==> src/rtl/ioctl_download_master.sv <==
// Initiator side of the ioctl download interface: pulls bytes from a valid/ready stream and
// writes them to a core-side loader as one ioctl_wr pulse per byte at consecutive addresses.
module ioctl_download_master #(
  parameter int unsigned ADDR_W = 25,
  parameter int unsigned WR_GAP = 1
) (
  input  logic              clk_sys,
  input  logic              reset,
  input  logic              start,
  input  logic [7:0]        index,
  input  logic [ADDR_W-1:0] len,
  input  logic              abort,
  input  logic              s_valid,
  input  logic [7:0]        s_data,
  output logic              s_ready,
  output logic              ioctl_download,
  output logic [7:0]        ioctl_index,
  output logic [ADDR_W-1:0] ioctl_addr,
  output logic [7:0]        ioctl_dout,
  output logic              ioctl_wr,
  input  logic              ioctl_wait,
  output logic              busy,
  output logic              done
);

  typedef enum logic [2:0] {StIdle, StArm, StFetch, StWrite, StGap, StTail} state_e;

  // Last value of the gap counter; GAP is never entered when WR_GAP is 0.
  localparam logic [3:0] GapLast = (WR_GAP == 0) ? 4'd0 : 4'(WR_GAP - 1);

  state_e            state_q, state_d;
  logic [7:0]        index_q, index_d;
  logic [ADDR_W-1:0] len_q, len_d;
  logic [ADDR_W-1:0] addr_q, addr_d;
  logic [7:0]        dout_q, dout_d;
  logic [ADDR_W-1:0] cnt_q, cnt_d;
  logic [3:0]        gap_q, gap_d;
  logic              done_q, done_d;

  always_ff @(posedge clk_sys or negedge reset) begin
    if (!reset) begin
      state_q <= StIdle;
      index_q <= '0;
      len_q   <= '0;
      addr_q  <= '0;
      dout_q  <= '0;
      cnt_q   <= '0;
      gap_q   <= '0;
      done_q  <= 1'b0;
    end else begin
      state_q <= state_d;
      index_q <= index_d;
      len_q   <= len_d;
      addr_q  <= addr_d;
      dout_q  <= dout_d;
      cnt_q   <= cnt_d;
      gap_q   <= gap_d;
      done_q  <= done_d;
    end
  end

  always_comb begin
    state_d  = state_q;
    index_d  = index_q;
    len_d    = len_q;
    addr_d   = addr_q;
    dout_d   = dout_q;
    cnt_d    = cnt_q;
    gap_d    = gap_q;
    done_d   = 1'b0;
    s_ready  = 1'b0;
    ioctl_wr = 1'b0;

    case (state_q)
      StIdle: begin
        if (start) begin
          index_d = index;
          len_d   = len;
          addr_d  = '0;
          cnt_d   = '0;
          state_d = StArm;
        end
      end
      StArm: begin
        state_d = (abort || len_q == '0) ? StTail : StFetch;
      end
      StFetch: begin
        if (abort) begin
          state_d = StTail;
        end else begin
          s_ready = !ioctl_wait;
          if (s_valid && !ioctl_wait) begin
            dout_d  = s_data;
            state_d = StWrite;
          end
        end
      end
      StWrite: begin
        // A captured byte waits here with the strobe held off until the loader is ready.
        if (abort) begin
          state_d = StTail;
        end else if (!ioctl_wait) begin
          ioctl_wr = 1'b1;
          cnt_d    = cnt_q + 1'b1;
          gap_d    = '0;
          if (cnt_d != len_q) begin
            addr_d = addr_q + 1'b1;
          end
          if (WR_GAP == 0) begin
            state_d = (cnt_d == len_q) ? StTail : StFetch;
          end else begin
            state_d = StGap;
          end
        end
      end
      StGap: begin
        if (abort) begin
          state_d = StTail;
        end else begin
          if (gap_q != GapLast) begin
            gap_d = gap_q + 1'b1;
          end else if (!ioctl_wait) begin
            state_d = (cnt_q == len_q) ? StTail : StFetch;
          end
        end
      end
      StTail: begin
        done_d  = 1'b1;
        state_d = StIdle;
      end
      default: begin
        state_d = StIdle;
      end
    endcase
  end

  assign ioctl_download = (state_q != StIdle);
  assign busy           = (state_q != StIdle);
  assign done           = done_q;
  assign ioctl_index    = index_q;
  assign ioctl_addr     = addr_q;
  assign ioctl_dout     = dout_q;

endmodule

==> config.mk <==
export PLATFORM = sky130hd
export DESIGN_NAME = ioctl_download_master
export DESIGN_NICKNAME = d
export VERILOG_FILES = /design/src/rtl/ioctl_download_master.sv
export SDC_FILE = /design/constraint.sdc
export NUM_CORES = 1
export LEC_CHECK = 0
export ABC_AREA = 1
export ABC_CLOCK_PERIOD_IN_PS = 2900
export BUFFER_PORTS_ARGS = -buffer_cell sky130_fd_sc_hd__buf_2
export CORE_ASPECT_RATIO = 0.7
export CORE_MARGIN = 2
export CORE_UTILIZATION = 58
export CTS_BUF_LIST = sky130_fd_sc_hd__clkbuf_16
export CTS_CLUSTER_DIAMETER = 40
export DETAILED_ROUTE_END_ITERATION = 10
export GPL_ROUTABILITY_DRIVEN = 0
export HOLD_SLACK_MARGIN = 0.12
export PLACE_DENSITY = 0.81
export SLEW_MARGIN = 20
export SYNTH_ARGS = -nofsm -noshare
export SYNTH_HDL_FRONTEND = slang
export SYNTH_SLANG_ARGS = --single-unit
==> constraint.sdc <==
create_clock -name clk_sys -period 2.9 [get_ports clk_sys]
set_clock_uncertainty 0.2 [all_clocks]
set_input_delay 0 -clock clk_sys [delete_from_list [all_inputs] [get_ports clk_sys]]
set_output_delay 0 -clock clk_sys [all_outputs]
set_load 0.05 [all_outputs]
### Word-level counts from Yosys, hierarchy flattened

Index checks and enable logic that the tools add are counted.

* register bits: 99
* word-level logic and storage cells: 74

* add/subtract/negate cells: 3
* eq/ne operators: 17
* multiplexer cells: 30
* bitwise gates (word level): 1
* reductions and logical operators: 15

Operators with widths (number)
* 25-bit two-way mux: 6
* 25-bit one-hot mux with 2 select lines: 2
* 25-bit by 1-bit adder with 25-bit output, second input constant: 2
* 3-bit two-way mux: 10
* 25-bit equality test: 1
* 25-bit zero test: 1
* 25-bit != test: 1
* 4-bit two-way mux: 4
* 3-bit one-hot mux with 5 select lines: 1
* 5-bit AND reduction: 3
* 2-bit != test, second input constant: 6
* 3-bit != test, second input constant: 4
* 4-bit one-hot mux with 2 select lines: 1
* 3-bit by 2-bit equality test with 1-bit output, second input constant: 2
* 3-bit equality test, second input constant: 2
* 1-bit two-way mux: 6
* 4-bit by 1-bit adder with 4-bit output, second input constant: 1
* 4-bit AND reduction: 1
* 2-bit nonzero test: 2
* 4-bit nonzero test: 1
* 3-bit by 1-bit equality test with 1-bit output, second input constant: 1
* 3-bit zero test: 1
* 3-bit AND reduction: 1
* 3-bit nonzero test: 1
* other kinds (5): 5

### Longest topological paths before layout

* depth in word-level cells: 6
* gate-level depth with buffers: 17

### Worst setup path before layout

No wires, ideal clock.

* path type: flip-flop to flip-flop
* start: register state_q[1]
* end: register cnt_q[2]
* arrival time: 2.449 ns
* required time: 2.614 ns
* path slack: 0.166 ns
* cell stages (with the launch flop): 8
* cell sequence: dfrtp_1 -> nor2_1 -> nand2_1 -> nand2_1 -> nand3_2 -> nor2_1 -> inv_1 -> o21ai_0

* word-level cells in the longest chain between the ends: 3
* elaborated cells between the ends (all ways): 8

RTL lines
* start, declared: line 31 `state_e state_q, state_d;`
* start signal, assigned: line 42 `state_q <= StIdle;`
* start signal, assigned: line 51 `state_q <= state_d;`
* 3-bit by 2-bit equality test with 1-bit output or 3-bit zero test (tied branches): line 74 `case (state_q)`
* 2-bit != test (no line) or 2-bit nonzero test (tied branches)
* 4-bit AND reduction (no line)
* end signal, assigned: line 56 `cnt_q <= cnt_d;`
* end, declared: line 36 `logic [ADDR_W-1:0] cnt_q, cnt_d;`

Parallel ways exist; a longest one is shown, timed or not.
A chain may end at the register's enable or synchronous reset.

### Worst setup path in the final report

* start: register state_q[2]
* end: output port ioctl_wr

* word-level cells in the longest chain between the ends: 2

RTL lines
* 3-bit by 2-bit equality test with 1-bit output: line 74
* 1-bit two-way mux: line 74
* end, declared: line 20 `output logic ioctl_wr,`

No other way between the ends.

==> impl_results.md <==
- Total GRT Usage: around 33%
- Wire length of the first global-routing pass: slightly below 30000 um
- Remaining global-route overflow: 0
- Register-to-Register Setup Slack: 270 ps
- Sequential cell area fraction in the yosys report: about two fifths
- Synthesized area per cell: 7.167 um^2
- Crit path required time: around 2700 ps
- Average wire per cell in the routed design: between 15 and 20 um
- Peak fanout along the critical path: 12
- Maximum count of clock buffers along a single path: 2
- Remaining DRCs: 0
- Port bufs: between 90 and 100
- Area growth from synthesis to final layout: 24.63%
- Leakage: 3.780 nW
- Antenna Cells: 0
- Number of global-route vias before repair: about 5900
- Post-route setup TNS: 0 ps
- Path class of the lowest-slack min-delay path: in2reg
- Classification of the worst setup path: reg2out
- Pin count of the biggest net entering global routing: 56
- Worst EP arrival: roughly 2400 ps
- Count of unique library cells instantiated by Yosys: around 40
- Maximum level of the CTS H-tree: 3
- Number of failing setup endpoints in the final timing report: 0
- Placed Cells incl. Taps: around 1100
- Transition time at the pin with the least slew margin: 588.0 ps
- Final Instance Count excl. Fillers: ~1100
- Share of layout cells above drive strength 1: about 16%
- Outcome: finished, final reports clean
- Number of cell rows: 31
- Iteration-0 DRC Markers: around 760
- Worst-path cell chain: inv_1 > nand2_1 > nor2_4 > inv_1 > nand2_1 > nand3_2 > buf_4 > nor2_1 > buf_2
- FF+latch count, synth: 99
- Post-synth top flop: dfrtp_1
- Post-synthesis instance area: 6121 um^2
- RSZ-0062 raised after global routing: no
- Total power consumption of the routed design: between 6 and 7 mW
- Fin nets: 1053
- Overall die height: between 80 and 90 um
- Detail Route Antenna Nets: 0
- Area of all sequential standard cells: between 2000 and 2500 um^2
- Net count after synthesis: about 910
- Via/cell ratio: ~5.6
- Slew HR: between 60% and 70%
- Delay contributed by the slowest stage of the critical path: between 400 and 500 ps
- Top-level port count: 93
- Count of endpoints failing hold in the final timing report: 0
- EDFF count, synth: 0
- Synth async-reset ratio: 100.0%
- Hold slack final: about 180 ps
- Total CTS buffers: 9
- Post-layout instance area: ~7600 um^2
- Cell area after placement: about 6700 um^2
- Clock transition at the registers of the reported paths: 80 ps
- Detailed-route via count: about 6400
- Worst setup SP type: flop
- Warning count from the yosys run: 0
- Worst skew pair latency: ~360 ps
- CTS tree: built
- Clock period minus worst slack: between 2000 and 3000 ps
- Placeable core region: a little over 10000 um^2
- Effective utilization at floorplan: approximately three fifths
- Crit. End Element: output pin
- Filler instances: a little under 800
- Sum of net half-perimeters after detailed placement: approximately 12000 um
- Tcrit/Tclk final: between 90% and 100%
- Library cell contributing the largest single delay on the critical path: dfrtp_1
- WL final: between 15000 and 20000 um
- Number of max-cap violations: 0
- Number of clock sinks: just under 100
- Initial DRT Pass Iterations: 5
- Root buffer selected by CTS: clkbuf_16
- Peak supply drop: around 910 uV
- Max Transition Viols Final: 0
- Number of instances in the synthesized netlist: 854
- Total Die Area: approximately 11000 um^2
- Upper clock frequency limit: between 0.3 and 0.4 GHz
- Antenna violations before repair: 0
- Area of the multi-input gates: around 3200 um^2
- Horizontal extent of the die: roughly 130 um
- Power density over cell area: ~830 nW/um^2
==> report_power, final <==
| part | switching, mW | internal [mW] | leakage, nW | total, mW |
|---|---|---|---|---|
| registers | 0.346 | 1.73 | 1.31 | 2.08 |
| logic | 2.07 | 0.898 | 2.31 | 2.97 |
| clock network | 0.586 | 0.693 | 0.155 | 1.28 |
==> sequential cells by signal, summed over array words and instances (netlist names) <==
register,count
ioctl_addr,25
ioctl_index,8
state_q,3
gap_q,4
len_q,25
ioctl_dout,8
done,1
cnt_q,25
==> worst max-delay path, delay by kind of cell, from the launching register on <==
family / cells / cell delay [ps]
buffers and inverters: 4 / 790
and+or+nand+nor: 5 / 850
DFF: 1 / 440
==> metrics by stage <==
stage	utilization, %	setup slack (ps)
floorplan	-	165.5
global placement	65.07	282.3
detailed placement	65.07	214.9
CTS	73.64	126.6
global route	73.94	73.89
finish	73.94	257.6
==> synth_stat cells, types with 2 or more instances <==
library cell	n	area, um^2
nor3b_1	6	45.04
buf_2	9	45.04
xnor2_1	27	236.5
dfrtp_1	99	2477
buf_4	2	15.01
a21oi_1	16	80.08
nand3_2	2	20.02
a31oi_1	3	18.77
or2_2	2	12.51
nor2_4	4	45.04
nand2_2	6	37.54
nor2_2	8	50.05
ha_1	4	50.05
inv_1	81	304.0
nor4_1	5	31.28
buf_8	2	30.03
o21bai_1	4	30.03
xor2_1	20	175.2
nand4_1	18	112.6
nand3_1	60	300.3
inv_2	2	7.510
nand3b_1	2	15.01
mux2_2	8	90.09
nor3_1	27	135.1
o21ai_0	25	125.1
nor2_1	99	371.6
o22ai_1	5	31.28
nand2_1	287	1077
clkbuf_1	9	33.78
==> final timing paths <==
| check | startpoint | to | depth (start not counted) |
|---|---|---|---|
| min in group asynchronous | reset | cnt_q[8]$_DFFE_PN0P_ | 4 |
| worst min register to register | ioctl_index[3]$_DFFE_PN0P_ | ioctl_index[3]$_DFFE_PN0P_ | 2 |
| worst max-delay path | state_q[2]$_DFFE_PN0P_ | ioctl_wr | 9 |
| max in group asynchronous | reset | cnt_q[18]$_DFFE_PN0P_ | 4 |
| worst max register to register | state_q[2]$_DFFE_PN0P_ | ioctl_dout[7]$_DFFE_PN0P_ | 8 |
| worst min-delay path | len[8] | len_q[8]$_DFFE_PN0P_ | 4 |
==> layout make-up <==
class | count | share of cell area [%]
clock buffers | 9 | 2.952
clock inverters | 7 | 1.148
inverters | 84 | 4.133
multi-input cells | 648 | 42.23
flip-flops and latches | 99 | 32.48
well taps | 132 | 2.165
repair buffers | 160 | 14.89
==> metal layers <==
layer,vias up,track usage (%),wire [um]
li1,3019,-,-
met1,2933,49.77,8057
met2,375,46.08,7606
met3,33,7.560,1812
met4,0,10.07,376
met5,-,0,0
==> kinds of logic (layout without fill, tap and decap cells) <==
| family | Yosys count | after routing | synth area share (%) |
|---|---|---|---|
| AND/OR/NAND/NOR | 533 | 533 | 38.21 |
| buffers and inverters | 107 | 260 | 7.236 |
| flip-flops | 99 | 99 | 40.47 |
| AO/OA/AOI/OAI | 56 | 56 | 5.070 |
| XOR/XNOR | 47 | 47 | 6.725 |
| multiplexers | 8 | 8 | 1.472 |
| adder cells (fa/ha/maj) | 4 | 4 | 0.8177 |
==> layout by cell type, fill, tap and decap left out, types with 7 or more instances in the layout <==
cell and instances:
o21ai_0 25, a21oi_1 16, nor2_1 98, nand2_1 287
mux2_2 8, dfrtp_1 99, dlygate4sd3_1 55, nand3_1 60
buf_4 12, inv_1 81, nor2_2 7, nor3_1 27
clkbuf_16 9, xnor2_1 27, nand4_1 18, buf_2 91
xor2_1 20
==> repair_timing <==
action	CTS	global route
setup endpoints to repair	0	29
resized for setup	0	3
buffers inserted	0	2
hold buffers	56	0
hold endpoints to repair	149	0
(Power assumes the default switching activity.)
